`src/rtl/alu_div_pkg.sv`:
```
// rtl/alu_div_pkg.sv - shared M-extension divide encodings and FSM states
package alu_div_pkg;

  localparam logic [1:0] DIV_OP_DIV  = 2'b00;
  localparam logic [1:0] DIV_OP_DIVU = 2'b01;
  localparam logic [1:0] DIV_OP_REM  = 2'b10;
  localparam logic [1:0] DIV_OP_REMU = 2'b11;

  localparam logic [6:0] OPCODE_OP     = 7'b0110011;
  localparam logic [6:0] FUNCT7_MULDIV = 7'b0000001;

  typedef enum logic [1:0] {
    DIV_IDLE = 2'd0,
    DIV_CALC = 2'd1,
    DIV_DONE = 2'd2
  } div_state_e;

  function automatic logic op_is_rem(input logic [1:0] op);
    return (op == DIV_OP_REM) || (op == DIV_OP_REMU);
  endfunction

  function automatic logic op_is_signed(input logic [1:0] op);
    return (op == DIV_OP_DIV) || (op == DIV_OP_REM);
  endfunction

endpackage

```
`src/rtl/alu_div.sv`:
```
// rtl/alu_div.sv - multi-cycle restoring divider for DIV/DIVU/REM/REMU
module alu_div
  import alu_div_pkg::*;
#(
  parameter int XLEN = 32
) (
  input  logic            clk,
  input  logic            rst_n,
  input  logic            div_start,
  input  logic [1:0]      div_op,
  input  logic [XLEN-1:0] div_dividend,
  input  logic [XLEN-1:0] div_divisor,
  input  logic [4:0]      div_rd,
  input  logic            flush,
  output logic            div_busy,
  output logic            div_done,
  output logic [XLEN-1:0] div_result,
  output logic [4:0]      div_rd_o,
  output logic            div_wr_en_o
);

  localparam logic [XLEN-1:0] MIN_NEG = {1'b1, {(XLEN-1){1'b0}}};

  div_state_e        state_q, state_d;
  logic [4:0]        cnt_q, cnt_d;
  logic [1:0]        op_q, op_d;
  logic [4:0]        rd_q, rd_d;
  logic              sign_a_q, sign_a_d;
  logic              sign_b_q, sign_b_d;
  logic              special_q, special_d;
  logic [XLEN-1:0]   divisor_q, divisor_d;
  logic [2*XLEN-1:0] rq_q, rq_d;

  logic              in_signed;
  logic [XLEN-1:0]   mag_a, mag_b;
  logic [2*XLEN-1:0] shifted;
  logic [XLEN:0]     diff;
  logic [XLEN-1:0]   quo, rem, quo_fix, rem_fix, res;
  logic              accept;

  always_comb begin
    in_signed = op_is_signed(div_op);
    mag_a     = (in_signed && div_dividend[XLEN-1]) ? -div_dividend : div_dividend;
    mag_b     = (in_signed && div_divisor[XLEN-1])  ? -div_divisor  : div_divisor;
    accept    = (state_q == DIV_IDLE) && div_start && !flush;
    shifted   = {rq_q[2*XLEN-2:0], 1'b0};
    diff      = {1'b0, shifted[2*XLEN-1:XLEN]} - {1'b0, divisor_q};
  end

  always_comb begin
    state_d   = state_q;
    cnt_d     = cnt_q;
    op_d      = op_q;
    rd_d      = rd_q;
    sign_a_d  = sign_a_q;
    sign_b_d  = sign_b_q;
    special_d = special_q;
    divisor_d = divisor_q;
    rq_d      = rq_q;
    case (state_q)
      DIV_IDLE: begin
        if (accept) begin
          op_d      = div_op;
          rd_d      = div_rd;
          sign_a_d  = in_signed && div_dividend[XLEN-1];
          sign_b_d  = in_signed && div_divisor[XLEN-1];
          divisor_d = mag_b;
          cnt_d     = '0;
          // Special cases park the final raw answer in rq and bypass the sign fix-up.
          if (div_divisor == '0) begin
            rq_d      = {div_dividend, {XLEN{1'b1}}};
            special_d = 1'b1;
            state_d   = DIV_DONE;
          end else if (in_signed && div_dividend == MIN_NEG && div_divisor == '1) begin
            rq_d      = {{XLEN{1'b0}}, MIN_NEG};
            special_d = 1'b1;
            state_d   = DIV_DONE;
          end else begin
            rq_d      = {{XLEN{1'b0}}, mag_a};
            special_d = 1'b0;
            state_d   = DIV_CALC;
          end
        end
      end
      DIV_CALC: begin
        rq_d  = diff[XLEN] ? shifted : {diff[XLEN-1:0], shifted[XLEN-1:1], 1'b1};
        cnt_d = cnt_q + 5'd1;
        if (cnt_q == 5'd31) state_d = DIV_DONE;
      end
      DIV_DONE: state_d = DIV_IDLE;
      default:  state_d = DIV_IDLE;
    endcase
    if (flush) begin
      state_d = DIV_IDLE;
      cnt_d   = '0;
    end
  end

  always_ff @(posedge clk or negedge rst_n) begin
    if (!rst_n) begin
      state_q   <= DIV_IDLE;
      cnt_q     <= '0;
      op_q      <= '0;
      rd_q      <= '0;
      sign_a_q  <= 1'b0;
      sign_b_q  <= 1'b0;
      special_q <= 1'b0;
      divisor_q <= '0;
      rq_q      <= '0;
    end else begin
      state_q   <= state_d;
      cnt_q     <= cnt_d;
      op_q      <= op_d;
      rd_q      <= rd_d;
      sign_a_q  <= sign_a_d;
      sign_b_q  <= sign_b_d;
      special_q <= special_d;
      divisor_q <= divisor_d;
      rq_q      <= rq_d;
    end
  end

  always_comb begin
    quo     = rq_q[XLEN-1:0];
    rem     = rq_q[2*XLEN-1:XLEN];
    quo_fix = (sign_a_q ^ sign_b_q) ? -quo : quo;
    rem_fix = sign_a_q ? -rem : rem;
    if (special_q) res = op_is_rem(op_q) ? rem : quo;
    else           res = op_is_rem(op_q) ? rem_fix : quo_fix;
    div_busy    = accept || (state_q == DIV_CALC);
    div_done    = (state_q == DIV_DONE) && !flush;
    div_wr_en_o = div_done;
    div_result  = div_done ? res : '0;
    div_rd_o    = div_done ? rd_q : 5'd0;
  end

endmodule

```
`config.mk`:
```
export PLATFORM = sky130hd
export DESIGN_NAME = alu_div
export DESIGN_NICKNAME = d
export VERILOG_FILES = /design/src/rtl/alu_div_pkg.sv /design/src/rtl/alu_div.sv
export SDC_FILE = /design/constraint.sdc
export NUM_CORES = 1
export LEC_CHECK = 0
export BUFFER_PORTS_ARGS = -buffer_cell sky130_fd_sc_hd__buf_2
export CAP_MARGIN = 20
export CORE_MARGIN = 3
export CORE_UTILIZATION = 53
export DETAILED_ROUTE_END_ITERATION = 16
export GPL_ROUTABILITY_DRIVEN = 0
export PLACE_DENSITY = 0.73
export SYNTH_ARGS = -nofsm -noshare
export SYNTH_HDL_FRONTEND = slang
export SYNTH_SLANG_ARGS = --single-unit
```
`constraint.sdc`:
```
create_clock -name clk -period 5 [get_ports clk]
set_input_delay 1.5 -clock clk [delete_from_list [all_inputs] [get_ports clk]]
set_output_delay 1.5 -clock clk [all_outputs]
set_load 0.03 [all_outputs]
```
==> flow_metrics.env <==
export IMPL_start_kind="register"
export IMPL_clock_latency_ns=0.37
export IMPL_crit_chain="or3_1 > or2_1 > nor4_2 > nor3b_2 > nand2_1 > o31ai_1 > xor2_1 > a211oi_1 > buf_2"
export IMPL_slew_viol_final=0
export IMPL_drc_errors=0
export IMPL_rsz0062_at_grt="false"
export IMPL_fin_tns_setup_ns=0
export IMPL_seq_area_frac_synth_pct=27.6
export IMPL_drv_cap=0
export IMPL_drive_gt1_share_pct=13.5
export IMPL_hold_path_class="register to register"
export IMPL_vias_per_cell=6.40
export IMPL_fin_ws_ns=0.265
export IMPL_final_min_clock_period_ns=4.74
export IMPL_clock_sinks=112
export IMPL_fin_skew_ns=0.0104
export IMPL_swShare_pct=48.2
export IMPL_grt_pass1_wl_microns=49900
export IMPL_p_clk_share_pct=14.4
export IMPL_final_cell_mix="nand2_1 (134), o21ai_0 (121), buf_2 (113)"
export IMPL_cts_tree="done"
export IMPL_die_area_sq_um=20900
export IMPL_core_sq_um=18400
export IMPL_syn_to_final_growth_pct=9.82
export IMPL_slew_headroom_pct=32.0
export IMPL_dieHeight_microns=144
export IMPL_wl_per_cell_microns=19.8
export IMPL_crit_family="simple AND/OR/NAND/NOR gates"
export IMPL_clock_root_buffer="clkbuf_16"
export IMPL_cts_resized=0
export IMPL_cp_max_fo=8
export IMPL_critPathArrivalTime_ns=3.24
export IMPL_fin_cells=1599
export IMPL_first_global_vias=9398
export IMPL_grt_use_total_pct=30.3
export IMPL_cp_required_ns=3.50
export IMPL_ys_warn_count=0
export IMPL_tightestPinTransition_ns=1.01
export IMPL_rows=49
export IMPL_start_util_pct=55.2
export IMPL_initialDrtViolationCount=1110
export IMPL_hold_buffers=0
export IMPL_status="complete, no violations"
export IMPL_dp_cells=1583
export IMPL_cp_end_kind="output pin"
export IMPL_vias=10200
export IMPL_grt_max_degree=68
export IMPL_htreeDepth=3
export IMPL_layout_commonest_cell="nand2_1"
export IMPL_grt_overflow=0
export IMPL_fill_cells=1722
export IMPL_slowest_stage="dfrtp_1"
export IMPL_switchingPower_uw=2580
export IMPL_postSynth_asyncResetShare_pct=100
export IMPL_fin_crit_sh_pct=94.7
export IMPL_cts_buffers=9
export IMPL_synth_nets=1413
export IMPL_placement_io_buffers=114
export IMPL_io_pins=115
export IMPL_fmax_ghz=0.211
export IMPL_setup_viol=0
export IMPL_hpwlAfterDp_microns=24000
export IMPL_cts_buffer_depth=2
export IMPL_synth_area_sq_um=10200
export IMPL_synth_seq_cells=112
export IMPL_finalWirelength_microns=31600
export IMPL_seq_power_share_pct=29.0
export IMPL_slowest_delay_ns=0.48
export IMPL_final_hold_viol_count=0
export IMPL_fin_hold_ws_ns=0.470
export IMPL_syn_inst=1298
export IMPL_synth_top_flop_cell="dfrtp_1"
export IMPL_intPower_uw=2770
export IMPL_antenna_left=0
export IMPL_register_area_sq_um=2800
export IMPL_syn_area_per_cell_sq_um=7.82
export IMPL_place_ws_ns=0.539
export IMPL_num_nets_final=1480
export IMPL_antenna_found_initial=2
export IMPL_fp_dieW_microns=144
export IMPL_p_per_area_nw_per_um2=479
export IMPL_comb_power_share_pct=56.6
export IMPL_synthDistinctLibCells=76
export IMPL_synth_enable_flop_cells=0
export IMPL_clk_pin_slew_ns=0.08
export IMPL_peakVddDrop_mv=0.263
export IMPL_cts_setup_buffers=0
export IMPL_drt_pass1_iter_count=5
export IMPL_path_class="register to output pin"
export IMPL_multiInputGateArea_sq_um=6830
export IMPL_p_leak_uw=0.00487
export IMPL_crit_buf_inv=1
-- sequential cells by signal (all words and copies together) (netlist names) --
| name | cells |
|---|---|
| sign_a_q | 1 |
| special_q | 1 |
| sign_b_q | 1 |
| op_q | 1 |
| divisor_q | 32 |
| cnt_q | 5 |
| rd_q | 5 |
| state_q | 2 |
| rq_q | 64 |
-- layer usage --
| metal | global-route usage, % | share of wire [%] |
|---|---|---|
| met5 | 0 | 0.025 |
| met3 | 5.09 | 7.3 |
| met4 | 11.0 | 3.5 |
| met1 | 42.0 | 43 |
| met2 | 47.9 | 46 |
-- worst paths after layout --
check	from	end	slack, ns	depth (start not counted)
worst max-delay path	rq_q[38]	div_result[29]	0.26	9
worst min-delay path	rd_q[4]	rd_q[4]	0.47	2
worst max register to register	rq_q[31]	rq_q[47]	1.17	12
worst min register to register	rd_q[4]	rd_q[4]	0.47	2
max in group asynchronous	rst_n	divisor_q[29]	3.05	2
min in group asynchronous	rst_n	rq_q[25]	1.15	1
-- cell type report --
cell class              instances  share of cell area [%]
clock buffers                  10                    2.14
multi-input cells            1059                    61.3
flip-flops and latches        112                    25.1
well taps                     229                    2.57
repair buffers                134                    6.71
diodes                          2                  0.0449
inverters                      49                    1.65
clock inverters                 4                   0.494
-- worst register-to-register path: stages, from the launching register on --
cell and delay, ns:
dfrtp_1 0.51, inv_1 0.11, ha_1 0.18, fa_1 0.22
nor2b_1 0.08, o31ai_2 0.34, a211oi_1 0.18, a211o_1 0.42
o31ai_4 0.49, o21a_1 0.76, buf_4 0.28, a221oi_1 0.08
o21ai_1 0.10
-- cells in the mapped netlist (8+ instances only) --
library cell,n,area [sq um]
nand2_1,134,503
o21ai_0,121,606
dfrtp_1,112,2800
nor2_1,105,394
xor2_1,84,736
a21oi_1,83,415
xnor2_1,63,552
clkbuf_1,57,214
inv_1,49,184
ha_1,39,488
and3_1,36,225
nor3_1,28,140
o31ai_1,28,210
nand3_1,26,130
a221oi_1,25,219
a211oi_1,23,173
o21ai_1,23,115
o22ai_1,23,144
nand2b_1,20,125
a31oi_1,17,106
nand4_1,17,106
o211ai_1,14,105
or3_1,13,81.3
a21o_1,12,90.1
nor4_1,12,75.1
buf_2,11,55.1
o41ai_1,11,96.3
a22oi_1,8,60.1
nor2b_1,8,50.1
-- logic make-up (layout without fill, tap and decap cells) --
kind of cell	after synthesis	in the layout	share of synthesized area, %
compound gates	430	430	26.9
xor+xnor	147	147	12.7
fa+ha+maj	40	40	5.00
buf+inv	127	197	5.36
flops	112	112	27.6
mux	7	7	1.07
other cells	0	2	0
simple gates	435	435	21.4
-- power groups by stage --
stage	Clock [uW]	Combinational [uW]	Sequential [uW]
floorplan	0	2280	1420
global route	813	3330	1590
CTS	780	2970	1540
finish	771	3030	1550
global placement	0	2890	1550
detailed placement	0	2940	1560
-- through the flow --
step / area, sq um / utilization, % / power, uW
final: 11200 / 60.6 / 5350
after CTS: 11100 / 60.6 / 5290
after detailed placement: 10800 / 59.0 / 4500
after global routing: 11100 / 60.6 / 5730
after floorplan: 10200 / - / 3700
after global placement: 10800 / 59.0 / 4440
Note: power is estimated with default switching activity, not from simulation.
